<file path="config.mk">
export PLATFORM = sky130hd
export DESIGN_NAME = mul_product_accumulator
export DESIGN_NICKNAME = d
export VERILOG_FILES = /design/src/rtl/mul_product_accumulator.sv
export SDC_FILE = /design/constraint.sdc
export NUM_CORES = 1
export LEC_CHECK = 0
export BUFFER_PORTS_ARGS = -buffer_cell sky130_fd_sc_hd__buf_2
export CAP_MARGIN = 5
export CORE_ASPECT_RATIO = 1.1
export CORE_UTILIZATION = 45
export CTS_CLUSTER_SIZE = 10
export DETAILED_ROUTE_END_ITERATION = 7
export HOLD_SLACK_MARGIN = 0.02
export PLACE_DENSITY = 0.69
export SETUP_SLACK_MARGIN = 0.02
export SYNTH_ARGS = -nofsm -noshare
export SYNTH_HDL_FRONTEND = slang
export SYNTH_SLANG_ARGS = --single-unit
</file>
<file path="constraint.sdc">
create_clock -name clk -period 2.5 [get_ports clk]
set_clock_uncertainty 0.05 [all_clocks]
set_input_delay 0.25 -clock clk [delete_from_list [all_inputs] [get_ports clk]]
set_output_delay 0.25 -clock clk [all_outputs]
set_load 0.02 [all_outputs]
</file>
<file path="src/rtl/mul_product_accumulator.sv">
// Product-stream accumulator: sums packets of 2N-bit multiplier products
// (signed or unsigned per beat) into an ACC_W-bit sum. One result beat
// carrying sum, beat count, overflow and mixed-mode error is emitted per packet.
module mul_product_accumulator #(
  parameter int N     = 8,
  parameter int ACC_W = 2*N+4,
  parameter int CNT_W = 8
) (
  input  logic             clk,
  input  logic             rst_n,
  input  logic             in_valid,
  output logic             in_ready,
  input  logic [2*N-1:0]   in_prod,
  input  logic             in_sign,
  input  logic             in_last,
  output logic             out_valid,
  input  logic             out_ready,
  output logic [ACC_W-1:0] out_sum,
  output logic [CNT_W-1:0] out_count,
  output logic             out_ovf,
  output logic             out_err
);

  localparam int PW = 2*N;

  typedef enum logic {
    ACCUM = 1'b0,
    HOLD  = 1'b1
  } state_t;

  // Registered state
  state_t             state_q, state_d;
  logic [ACC_W-1:0]   acc_q, acc_d;
  logic [CNT_W-1:0]   count_q, count_d;
  logic               ovf_q, ovf_d;
  logic               err_q, err_d;
  logic               pkt_sign_q, pkt_sign_d;
  logic               out_valid_q, out_valid_d;
  logic [ACC_W-1:0]   out_sum_q, out_sum_d;
  logic [CNT_W-1:0]   out_count_q, out_count_d;
  logic               out_ovf_q, out_ovf_d;
  logic               out_err_q, out_err_d;

  // Per-beat datapath
  logic signed [PW-1:0] prod_s;
  logic [ACC_W-1:0]     ext;
  logic [ACC_W:0]       sum_full;
  logic [ACC_W-1:0]     sum_n;
  logic                 carry;
  logic                 first_beat;
  logic                 mode_sign;
  logic                 beat_ovf;
  logic [CNT_W-1:0]     count_inc;
  logic                 ovf_n;
  logic                 err_n;
  logic                 accept;

  // Ready depends only on state so upstream never sees a combinational loop
  assign in_ready = (state_q == ACCUM);
  assign accept   = in_valid && in_ready;

  // Extend the beat, add it, and work out the updated packet statistics
  always_comb begin
    prod_s     = in_prod;
    ext        = in_sign ? ACC_W'(prod_s) : ACC_W'(in_prod);
    sum_full   = {1'b0, acc_q} + {1'b0, ext};
    sum_n      = sum_full[ACC_W-1:0];
    carry      = sum_full[ACC_W];
    first_beat = (count_q == '0);
    // The first beat defines the packet's mode before pkt_sign is written
    mode_sign  = first_beat ? in_sign : pkt_sign_q;
    if (mode_sign) begin
      beat_ovf = (acc_q[ACC_W-1] == ext[ACC_W-1]) && (sum_n[ACC_W-1] != acc_q[ACC_W-1]);
    end else begin
      beat_ovf = carry;
    end
    count_inc = (count_q == {CNT_W{1'b1}}) ? count_q : count_q + 1'b1;
    ovf_n     = ovf_q | beat_ovf;
    err_n     = err_q | (!first_beat && (in_sign != pkt_sign_q));
  end

  // Next-state logic: accumulate in ACCUM, publish on last beat, drain in HOLD
  always_comb begin
    state_d     = state_q;
    acc_d       = acc_q;
    count_d     = count_q;
    ovf_d       = ovf_q;
    err_d       = err_q;
    pkt_sign_d  = pkt_sign_q;
    out_valid_d = out_valid_q;
    out_sum_d   = out_sum_q;
    out_count_d = out_count_q;
    out_ovf_d   = out_ovf_q;
    out_err_d   = out_err_q;

    case (state_q)
      ACCUM: begin
        if (accept) begin
          if (first_beat) begin
            pkt_sign_d = in_sign;
          end
          if (in_last) begin
            out_sum_d   = sum_n;
            out_count_d = count_inc;
            out_ovf_d   = ovf_n;
            out_err_d   = err_n;
            out_valid_d = 1'b1;
            acc_d       = '0;
            count_d     = '0;
            ovf_d       = 1'b0;
            err_d       = 1'b0;
            state_d     = HOLD;
          end else begin
            acc_d   = sum_n;
            count_d = count_inc;
            ovf_d   = ovf_n;
            err_d   = err_n;
          end
        end
      end
      HOLD: begin
        // Data outputs keep their values after the handshake
        if (out_ready) begin
          out_valid_d = 1'b0;
          state_d     = ACCUM;
        end
      end
      default: begin
        state_d = ACCUM;
      end
    endcase
  end

  // State registers with synchronous active-low reset discarding any packet or held result
  always_ff @(posedge clk) begin
    if (!rst_n) begin
      state_q     <= ACCUM;
      acc_q       <= '0;
      count_q     <= '0;
      ovf_q       <= 1'b0;
      err_q       <= 1'b0;
      pkt_sign_q  <= 1'b0;
      out_valid_q <= 1'b0;
      out_sum_q   <= '0;
      out_count_q <= '0;
      out_ovf_q   <= 1'b0;
      out_err_q   <= 1'b0;
    end else begin
      state_q     <= state_d;
      acc_q       <= acc_d;
      count_q     <= count_d;
      ovf_q       <= ovf_d;
      err_q       <= err_d;
      pkt_sign_q  <= pkt_sign_d;
      out_valid_q <= out_valid_d;
      out_sum_q   <= out_sum_d;
      out_count_q <= out_count_d;
      out_ovf_q   <= out_ovf_d;
      out_err_q   <= out_err_d;
    end
  end

  assign out_valid = out_valid_q;
  assign out_sum   = out_sum_q;
  assign out_count = out_count_q;
  assign out_ovf   = out_ovf_q;
  assign out_err   = out_err_q;

endmodule

</file>
==> reports/summary.txt <==
clock network fraction of design power - 39.3%
Post-synth top flop - dfxtp_1
Max Slew Vio Count - 0
hold_sp - out_ready
path type of the worst min-delay path - input pin to flip-flop
Mapped Area - 0.00339 mm^2
RSZ-0062 raised after global routing - yes
violation count after the first detailed-routing iteration - 159
Period minus WS final - 2.50 ns
most frequent cells in the layout - dfxtp_1, nor2_1, buf_2
CORE AREA - 0.00717 mm^2
CP delay by family, top - compound AO/OA/AOI/OAI gates
clk root buf - clkbuf_8
worst r2r src - acc_q[0]$_SDFFE_PN0P_
FFs w/ async S/R, synth - 0%
share of post-route cells with drive strength above 1 - 23.5%
worst path required time - 2.69 ns
row count - 32
Post-Synthesis Cells - 409
setup_tns - 0 ns
Clock Tree Buf Depth - 2
Critical R2R Capture - out_sum[12]$_SDFFE_PN0P_
Final ANT Viol Nets - 0
Pre-antenna DRT Iters - 7
critical path peak fanout - 5
cell total after placement - 544
most common cell after layout, fill and taps aside - dfxtp_1
Via density - 5.65
Remaining DRCs - 3
Yosys top cell by area - dfxtp_1
nets - 520
Net Sw Frac - 28.3%
Crit path arrival time - 2.69 ns
worst hold path endpoint - state_q$_SDFF_PN0_
leakage power - 1.84 nW
TritonCTS clock tree - done
number of diodes - 0
synth unique cells - 54
hold violation count in the final report - 0
Die H - 93.1 um
largest net degree at the start of global routing - 36
Int Pwr - 0.00187 W
CP peak stage delay - 0.35 ns
post-route cell area - 0.00420 mm^2
post-DP HPWL - 5670 um
syn avg cell area - 8.30 um^2
Clock Sinks - 63
routed wire length - 8410 um
clock latency on the worst-skew pair - 0.36 ns
part of the Yosys area used for sequential elements - 37.2%
via count - 3,190
GR Overflow Total - 0
footprint of the multi-input gates - 0.00215 mm^2
reg2reg setup slack - 0.004 ns
PD cells - 623 mW/mm^2
outcome - finished with violations
Setup-failing EPs final - 0
P&R area growth vs syn - 23.6%
FF+latch area - 0.00127 mm^2
Critical Path Sink Type - flip-flop
crit share post-route - 99.8%
number of flops mapped to enable cells by yosys - 0
Reg clk slew, reported paths - 0.07 ns
R2R cell count - 10
YS warnings - 0
drt wl/cell - 14.9 um
initial core utilization - 47.4%
initial antenna violation count - 0
dpl ws - -0.151 ns
Worst Setup SP - acc_q[0]$_SDFFE_PN0P_
GR Util All Layers - 22.0%
relative slew slack - 64.2%
P_sw - 0.000738 W
H-tree depth - 3
Routability Congestion - 0.866
Bufs and invs on worst path - 1
Worst setup SP type - flip-flop
#FFs+latches synth - 63
top cells by area, synth - dfxtp_1, ha_1, a21oi_1
syn_nets - 454
Final WS setup - 0.00426 ns
Flop pwr share - 41.4%
number of fillers in the final layout - 624
Comb power frac - 19.3%
die width - 84.8 um
IO Count - 54
CP Class - flip-flop to flip-flop
vias in the first global route - 2,919
Num CTS Buffers - 9
failing checks - DRC
Fmax achieved - 401 MHz
first-pass GRT wire length - 13,700 um
Min-Delay Path Depth - 3
highest-delay cell along the critical path - a211o_1
Max Cap Viol - 0
Synth top area share - 37.2%
Tightest Pin Transition - 0.536 ns
Port Buffers - 53
die footprint - 0.00789 mm^2
Finished Layout Cells - 565
critical-path cell list - ha_4 > fa_2 > a211o_1 > a21oi_4 > o311ai_4 > buf_6 > o21a_1 > nor2_1 > xnor2_1 > a31o_2
dpl cell area - 0.00382 mm^2
peak supply drop - 0.352 mV
## area by class of cell
type,count,area share (%)
Timing Repair Buffer,75,10.3
Clock buffer,13,3.79
Inverter,4,0.358
Clock inverter,3,1.55
Tap cell,85,2.54
Multi-Input combinational cell,322,51.2
Sequential cell,63,30.2
## how the worst max path moves through the flow
| stage | to | slack, ns | cells past startpoint |
|---|---|---|---|
| 6_report | out_sum[12]$_SDFFE_PN0P_ | 0.004 | 10 |
| 5_1_grt | acc_q[12]$_SDFFE_PN0P_ | -0.08 | 10 |
| 4_1_cts | out_sum[12]$_SDFFE_PN0P_ | 0.01 | 10 |
| 3_5_place_dp | out_sum[18]$_SDFFE_PN0P_ | -0.15 | 10 |
| 3_3_place_gp | out_sum[18]$_SDFFE_PN0P_ | -0.09 | 10 |
| 2_1_floorplan | out_sum[18]$_SDFFE_PN0P_ | 0.05 | 9 |
## through the flow
stage	total power [W]	utilization [%]	hold slack, ns
floorplan	0.00143	-	0.362
global placement	0.00156	53.2	0.389
detailed placement	0.00157	53.2	0.395
CTS	0.00259	56.7	0.111
global route	0.00272	58.5	0.139
finish	0.00261	58.5	0.118
## state kept, by name (all words and copies together), names as in the netlist
name,flops
pkt_sign_q,1
err_q,1
out_err,1
ovf_q,1
out_sum,20
out_valid,1
out_ovf,1
acc_q,20
state_q,1
count_q,8
out_count,8
## power by group through the flow
stage	logic, W	registers (W)	clock network (W)
2_1_floorplan	0.000291	0.00113	0
4_1_cts	0.000475	0.00108	0.00103
5_1_grt	0.000552	0.00109	0.00108
3_3_place_gp	0.000461	0.00110	0
3_5_place_dp	0.000465	0.00110	0
6_report	0.000505	0.00108	0.00103
## per-layer routing
metal / vias up / global-route usage [%] / part of all wire [%]
li1: 1608 / - / -
met1: 1483 / 28.2 / 47
met2: 80 / 36.1 / 45
met3: 19 / 3.53 / 6.6
met4: 0 / 10.9 / 1.9
met5: - / 0 / 0
## worst min-delay path, stage by stage
cell and delay (ns):
buf_2 0.08, nand2b_1 0.09, a21oi_1 0.06
## logic make-up after synthesis
group	Yosys count	synth area share, %
flip-flops	63	37.2
XOR/XNOR	19	4.90
AO/OA/AOI/OAI	120	24.1
adder cells (fa/ha/maj)	23	8.70
multiplexers	4	1.18
AND/OR/NAND/NOR	156	21.2
buffers and inverters	24	2.73
## synthesized netlist by cell type (2+ instances only)
library cell	number
a31o_2	3
a22oi_1	14
a21oi_2	2
xnor2_1	15
buf_2	2
a21o_1	4
a32o_1	5
ha_1	22
dfxtp_1	63
mux2i_1	4
xor2_1	4
inv_1	3
and2_1	6
o21ai_0	15
nand4_1	2
nand3b_1	2
nand3_1	5
a21oi_1	46
nor2b_1	4
a31oi_1	4
a221oi_1	2
a211oi_1	7
o21a_1	3
nor2_1	53
and3_1	13
nand2_1	47
nor3_1	12
nand2b_1	5
clkbuf_1	17
## timing repair
| action | CTS | global route |
|---|---|---|
| hold buffers | 0 | 0 |
| endpoints found under the setup margin | 9 | 16 |
| pin swaps | 2 | 14 |
| buffers inserted | 2 | 3 |
| hold endpoints to repair | 0 | 0 |
| resized for setup | 2 | 20 |
(Power assumes the default switching activity.)
